==> config.mk <==
export PLATFORM = sky130hd
export DESIGN_NAME = uart_rx
export DESIGN_NICKNAME = d
export VERILOG_FILES = /design/src/rtl/uart_rx.sv
export SDC_FILE = /design/constraint.sdc
export NUM_CORES = 1
export LEC_CHECK = 0
export CAP_MARGIN = 40
export CORE_UTILIZATION = 50
export DETAILED_ROUTE_END_ITERATION = 16
export PLACE_DENSITY = 0.7
export SYNTH_ARGS = -nofsm -noshare
export SYNTH_HDL_FRONTEND = slang
export SYNTH_SLANG_ARGS = --single-unit
==> constraint.sdc <==
create_clock -name clk -period 2.6 [get_ports clk]
set_input_delay 0.26 -clock clk [delete_from_list [all_inputs] [get_ports clk]]
set_output_delay 0.26 -clock clk [all_outputs]
set_load 0.01 [all_outputs]
==> src/rtl/uart_rx.sv <==
// uart_rx: 8N1 serial receiver with 2-flop input sync and mid-bit sampling.
// Latency: byte appears on data/valid about 2 + CLKS_PER_BIT/2 + 9*CLKS_PER_BIT clk after the start edge.
// Backpressure: one-deep output register; a byte completing while it is still full is dropped and flagged by overrun.
module uart_rx #(
  parameter int CLKS_PER_BIT = 104,
  parameter int CNT_W        = 16
) (
  input  logic       clk,
  input  logic       reset,
  input  logic       rx,
  output logic [7:0] data,
  output logic       valid,
  input  logic       ready,
  output logic       busy,
  output logic       framing_err,
  output logic       overrun
);

  localparam logic [CNT_W-1:0] HALF_M1 = CNT_W'(CLKS_PER_BIT / 2 - 1);
  localparam logic [CNT_W-1:0] FULL_M1 = CNT_W'(CLKS_PER_BIT - 1);
  localparam logic [CNT_W-1:0] CNT_ONE = CNT_W'(1);

  typedef enum logic [2:0] {
    IDLE  = 3'd0,
    START = 3'd1,
    DATA  = 3'd2,
    STOP  = 3'd3,
    BREAK = 3'd4
  } state_t;

  state_t           state, state_d;
  logic [CNT_W-1:0] cnt, cnt_d;
  logic [2:0]       idx, idx_d;
  logic [7:0]       shift, shift_d;
  logic             sync1, rx_s;
  logic             byte_done, frame_bad;

  // Two-flop resynchroniser; idle-high so reset does not look like a start bit.
  always_ff @(posedge clk or posedge reset) begin
    if (reset) begin
      sync1 <= 1'b1;
      rx_s  <= 1'b1;
    end else begin
      sync1 <= rx;
      rx_s  <= sync1;
    end
  end

  // Receiver state, bit-timing counter, bit index and shift register.
  always_ff @(posedge clk or posedge reset) begin
    if (reset) begin
      state <= IDLE;
      cnt   <= '0;
      idx   <= '0;
      shift <= '0;
    end else begin
      state <= state_d;
      cnt   <= cnt_d;
      idx   <= idx_d;
      shift <= shift_d;
    end
  end

  // Next-state logic: the counter runs freely and is cleared whenever a state is (re)entered.
  always_comb begin
    state_d   = state;
    cnt_d     = cnt + CNT_ONE;
    idx_d     = idx;
    shift_d   = shift;
    byte_done = 1'b0;
    frame_bad = 1'b0;
    case (state)
      IDLE: begin
        if (!rx_s) begin
          state_d = START;
          cnt_d   = '0;
        end
      end
      START: begin
        if (cnt == HALF_M1) begin
          cnt_d = '0;
          if (!rx_s) begin
            state_d = DATA;
            idx_d   = '0;
          end else begin
            state_d = IDLE;   // line went back high: treat as a glitch
          end
        end
      end
      DATA: begin
        if (cnt == FULL_M1) begin
          cnt_d        = '0;
          shift_d[idx] = rx_s;
          if (idx == 3'd7) begin
            state_d = STOP;
          end else begin
            idx_d = idx + 3'd1;
          end
        end
      end
      STOP: begin
        if (cnt == FULL_M1) begin
          cnt_d = '0;
          if (rx_s) begin
            byte_done = 1'b1;
            state_d   = IDLE;
          end else begin
            frame_bad = 1'b1;
            state_d   = BREAK;
          end
        end
      end
      BREAK: begin
        // Wait for the line to return high so a held-low line cannot retrigger starts.
        if (rx_s) begin
          state_d = IDLE;
          cnt_d   = '0;
        end
      end
      default: begin
        state_d = IDLE;
        cnt_d   = '0;
      end
    endcase
  end

  // Output buffer: load on completion if empty or being consumed in the same cycle, else drop and flag.
  always_ff @(posedge clk or posedge reset) begin
    if (reset) begin
      data        <= 8'h00;
      valid       <= 1'b0;
      framing_err <= 1'b0;
      overrun     <= 1'b0;
    end else begin
      framing_err <= frame_bad;
      overrun     <= 1'b0;
      if (byte_done) begin
        if (!valid || ready) begin
          data  <= shift;
          valid <= 1'b1;
        end else begin
          overrun <= 1'b1;
        end
      end else if (valid && ready) begin
        valid <= 1'b0;
      end
    end
  end

  assign busy = (state != IDLE);

endmodule

==> impl_metrics.toml <==
[run_status]
status = "finished, final reports clean"

[finish]
final_nets = 214
syn2layout_area_growth_pct = 13.0
antennaDiodeCount = 0
drive_gt1_frac = 0.173
fillCellCount = 324

[min_path]
hold_path_depth = 0
min_from = "sync1"
whs_endpoint = "rx_s"
hold_path.class = "reg2reg"

[logic_synthesis]
netlist_instances = 191
syn_nets = 198
syn_area_um2 = 2130
synth_cell_type_count = 43
synth_seq_area_share = 0.506
syn_avg_cell_area_um2 = 11.2
yosysWarnings = 0
ys.flop_type = "dfrtp_1"
synth_enable_flop_cells = 0
synth-async-reset-ratio = 1.00
synth_seq_cells = 43

[timing]
fin_crit_sh = 0.898
final-max-slew-violation-count = 0
relSlewSlack = 0.618
skew_ns = 0.00865
worst_slack_ns = 0.264
hold_viol = 0
fin_crit_ns = 2.34
worst_pin_slew_ns = 0.571
setup-tns-final_ns = 0
max_freq_ghz = 0.428
rsz0062_at_grt = "false"
setup_viol = 0

[worst_setup_path]
crit_path_end_kind = "register"
cp_max_fo = 11
r2r_end = "data[2]"
r2r_cells = 6
crit_type = "reg2reg"
startpoint_type = "register"
r2r_start = "cnt[0]"
r2r_slack_ns = 0.26
crit_path_start = "cnt[0]"
cp.arrival_ns = 2.52
required_ns = 2.79

[grt]
grt_first_pass_wirelength_um = 6990
busiest_layer = "met2"
grt_max_degree = 44
gr-usage-met1 = 0.306
use_met3 = 0.0355
antenna_found_initial = 0
grt_use_total = 0.213
met2_usage = 0.310
grt-ovfl-total = 0
grt_pass1_vias = 1504

[floorplanning]
die_w_um = 67.3
die-area_um2 = 4530
coreArea_um2 = 4060
rows = 23
ioPinCount = 16
die-height_um = 67.3
start_util = 0.526

[clock_tree]
clk_path_buf_depth = 2
cts_tree = "built"
htreeDepth = 2
cts.sinks = 43
insertion_delay_ns = 0.30
cts_hold_buf = 0
cts_made_buffers = 5
clockRootBuffer = "clkbuf_8"
clkTransAtPathRegs_ns = 0.08
cts_resized = 0
post_cts_buffers = 0

[drt]
avgRoutedWirePerCell_um = 15.6
drt_iter0_drc = 167
postRouteWirelength_um = 4040
first_pass_iters = 4
routed_via_density = 6.06
vias = 1563
drcViolationCount = 0
ant_nets = 0

[placed_design]
io_buffers = 15
dp_slack_ns = 0.306
post-dp-hpwl_um = 2760
gp_congestion = 0.838

[flow_run]
cap_violations = 0

[power]
ir_drop_v = 0.000432
power_density_nw_per_um2 = 466
p_leak_uw = 0.00106
[critical path, cell delays in order (launching register included)]
cell and delay, ns:
dfrtp_1 0.42, ha_1 0.31, nor3b_1 0.34, nand4_1 0.13
buf_4 0.21, nor3_4 0.43, mux2_2 0.39
[cells in the mapped netlist, types with 3 or more instances]
master	number	area [µm²]
and4_1	3	26.3
ha_1	3	37.5
xor2_1	7	61.3
clkbuf_1	5	18.8
nor3b_1	4	30.0
dfrtp_1	41	1030
o21ai_0	3	15.0
xnor2_1	6	52.6
nand4_1	10	62.6
nor2_1	7	26.3
nand3_1	6	30.0
nand2_1	13	48.8
nor4_1	9	56.3
mux2_2	16	180
a21oi_1	16	80.1
inv_1	5	18.8
[worst max path at each step]
stage	to	cells past startpoint
global placement	shift[3]	6
global route	data[5]	6
floorplan	data[0]	6
CTS	data[0]	6
finish	data[2]	6
detailed placement	data[7]	6
[metrics by stage]
step            util  cell area [µm²]  power (µW)  instances  hold WS [ns]
2_1_floorplan      -             2130         700        191         0.264
3_3_place_gp   0.571             2320         710        250         0.349
3_5_place_dp   0.571             2320         711        250         0.352
4_1_cts        0.594             2410        1130        258         0.356
5_1_grt        0.594             2410        1170        258         0.353
6_report       0.594             2410        1120        258         0.358
[kinds of logic after synthesis]
logic type / Yosys count / synth area share
and+or+nand+nor: 69 / 0.202
DFF: 43 / 0.506
AOI/OAI and AO/OA: 33 / 0.104
muxes: 16 / 0.0845
buffers and inverters: 14 / 0.0328
xor gates and xnor gates: 13 / 0.0534
adders and majority gates: 3 / 0.0176
[state kept, by name (all words and copies together), names as in the netlist]
register     cells
cnt             16
data             8
shift            8
idx              3
state            3
framing_err      1
overrun          1
rx_s             1
sync1            1
valid            1
[final cells by class]
| type | count | area (µm²) | share of cell area |
|---|---|---|---|
| Clock buffer | 5 | 68.8 | 0.0285 |
| Clock inverter | 3 | 25.0 | 0.0104 |
| Inverter | 5 | 18.8 | 0.00778 |
| Multi-Input combinational cell | 134 | 985 | 0.408 |
| Sequential cell | 43 | 1080 | 0.447 |
| Tap cell | 50 | 62.6 | 0.0259 |
| Timing Repair Buffer | 18 | 173 | 0.0716 |
[placed cells by master (no fill, tap or decap), types with 4 or more instances in the layout]
cell type,n
nand2_1,13
xnor2_1,6
nor3b_1,4
xor2_1,7
clkdlybuf4s50_1,15
nor2_1,7
mux2_2,16
nand4_1,10
dfrtp_1,41
nor4_1,9
nand3_1,6
clkbuf_8,5
a21oi_1,16
inv_1,5
[layer usage]
layer	share of wire	up-vias
li1	-	743
met2	0.46	22
met5	0	-
met1	0.50	792
met3	0.022	6
met4	0.015	0
[power breakdown]
group          internal [µW]  leakage (µW)  switching [µW]
Clock                    192     0.0000443             234
Sequential               671      0.000579            3.82
Combinational           6.61      0.000437            15.2
No activity file was read; power rests on OpenSTA's default activity.
==> RTL edit (same settings) <==
Encoding of `state_t`: now one-hot (5 bits for 5 states).
--- a/src/rtl/uart_rx.sv
+++ b/src/rtl/uart_rx.sv
@@ -20,12 +20,12 @@
   localparam logic [CNT_W-1:0] FULL_M1 = CNT_W'(CLKS_PER_BIT - 1);
   localparam logic [CNT_W-1:0] CNT_ONE = CNT_W'(1);
 
-  typedef enum logic [2:0] {
-    IDLE  = 3'd0,
-    START = 3'd1,
-    DATA  = 3'd2,
-    STOP  = 3'd3,
-    BREAK = 3'd4
+  typedef enum logic [4:0] {
+    IDLE  = 5'b00001,
+    START = 5'b00010,
+    DATA  = 5'b00100,
+    STOP  = 5'b01000,
+    BREAK = 5'b10000
   } state_t;
 
   state_t           state, state_d;
Function: same outputs for any inputs over 10 cycles, from zero or initial values and one cycle with reset high; not proved beyond that.
==> RTL edit against the original RTL <==
Maximum frequency shrank 6.8%. Sequential cell count grew 2. Global-route usage shrank 2.2 points. Final area grew 4.4%. Routed wire length shrank 3.6%. Synthesized area grew 2.8%. Worst setup slack lost 170 ps.
Power is not compared: it rests on default switching activity, and its combinational part moved more than twofold at a synthesized area within 25%.
==> RTL edit: results (changes against the original RTL) <==
sta:
  worstMarginPinSlew_ps: 554  # -17.9 ps
  skew_ps: 10.6  # +1.99 ps
  finalSetupTns_ps: 0  # unchanged
placed_design:
  place_congestion: 0.903  # +7.8%
  post_dp_cell_area_sq_mm: 0.00240  # +3.5%
  dp_hpwl_mm: 2.72  # -1.6%
drt:
  vias: 1506  # -3.6%
  dr_wl_met2_mm: 1.95  # +3.9%
  dr.pass1.iters: 4  # unchanged
  wl_met1_mm: 1.75  # -13%
  first_iter_violations: 118  # -29%
  dr_wl_met3_um: 116  # +29%
  wl_per_cell_um: 14.3  # -8.5%
global_route:
  use_met1: 0.210  # -0.0966
  use_met2: 0.328  # +0.0184
  grt_max_degree: 46  # +4.5%
  gr-usage-met3: 0.0667  # +0.0312
  grt_first_pass_wirelength_mm: 6.40  # -8.5%
  grt-ovfl-total: 0  # unchanged
  antenna_found_initial: 0  # unchanged
  gr-usage-all-layers: 0.191  # -0.0217
cells_and_area:
  drive_above_1_share: 0.198  # +0.0251
  final_nets: 228  # +6.5%
  n_antenna_cell: 0  # unchanged
  fillers: 347  # +7.1%
synth:
  yosys-top-cells-area: "dfrtp_1 48%, mux2_2 9.8%, nor2_1 4.6%"
  synthMuxAreaShare: 0.104  # +0.0199
  synth_fa_ha_area_frac: 0.0171  # -0.000482
  synth_warnings: 0  # unchanged
  synth-xor-area-share: 0.0599  # +0.00652
  synth_cell_type_count: 41  # -4.7%
  seq_area_frac_synth: 0.515  # +0.00955
  synth_top_cells_by_count: "42 x dfrtp_1, 27 x nor2_1, 19 x mux2_2"
  synth_compound_area_frac: 0.0473  # -0.0571
  syn-num-nets: 210  # +6.1%
outcome:
  status: "completed"
power_and_ir_drop:
  p_seq_uw: 802
  p_sw_uw: 494
worst_hold_path:
  hp-class: "reg2reg"
clock_network:
  cts_inserted_buffers: 5  # unchanged
setup_path:
  cpMaxStageDelayCell: "or4_4"
  arrival_ps: 2710  # +190 ps
  critical_path_peak_fanout: 4  # -7
  r2r_cells: 6  # unchanged
  max_stage_delay_ps: 560  # +130 ps
[RTL edit: path summary, 6_finish.rpt]
| path | startpoint | end | slack (ps) |
|---|---|---|---|
| worst max-delay path | cnt[0]$_DFF_PP0_ | state[4]$_DFFE_PP0P_ | 90 |
| worst max register to register | cnt[0]$_DFF_PP0_ | state[4]$_DFFE_PP0P_ | 90 |
| worst min-delay path | sync1$_DFF_PP1_ | rx_s$_DFF_PP1_ | 360 |
| worst min register to register | sync1$_DFF_PP1_ | rx_s$_DFF_PP1_ | 360 |
| max in group asynchronous | reset | rx_s$_DFF_PP1_ | 1810 |
| min in group asynchronous | reset | data[0]$_DFFE_PP0P_ | 380 |
[RTL edit: cells by family after synthesis]
family	Yosys count
compound gates	13
xor+xnor	15
buf+inv	15
flops	45
mux	20
simple gates	92
fa+ha+maj	3
[RTL edit: layout make-up]
class,instances,area [sq um],share of cell area
Multi-Input combinational cell,143,995,0.395
Clock inverter,3,46.3,0.0184
Inverter,6,22.5,0.00895
Tap cell,50,62.6,0.0249
Clock buffer,5,68.8,0.0273
Timing Repair Buffer,20,191,0.0761
Sequential cell,45,1130,0.449
[RTL edit: timing repair]
item / in CTS / in global routing
gates resized for setup: 0 / 1
endpoints found under the setup margin: 0 / 15
hold buffers: 0 / 0
[RTL edit: metrics by stage]
step / hold WS, ps / cells / util / worst slack [ps]
6_report: 364 / 272 / 0.611 / 93.2
2_1_floorplan: 264 / 203 / - / 86.9
4_1_cts: 365 / 272 / 0.611 / 76.6
3_3_place_gp: 346 / 264 / 0.583 / 189
3_5_place_dp: 354 / 264 / 0.583 / 93.9
5_1_grt: 370 / 272 / 0.611 / 1.25
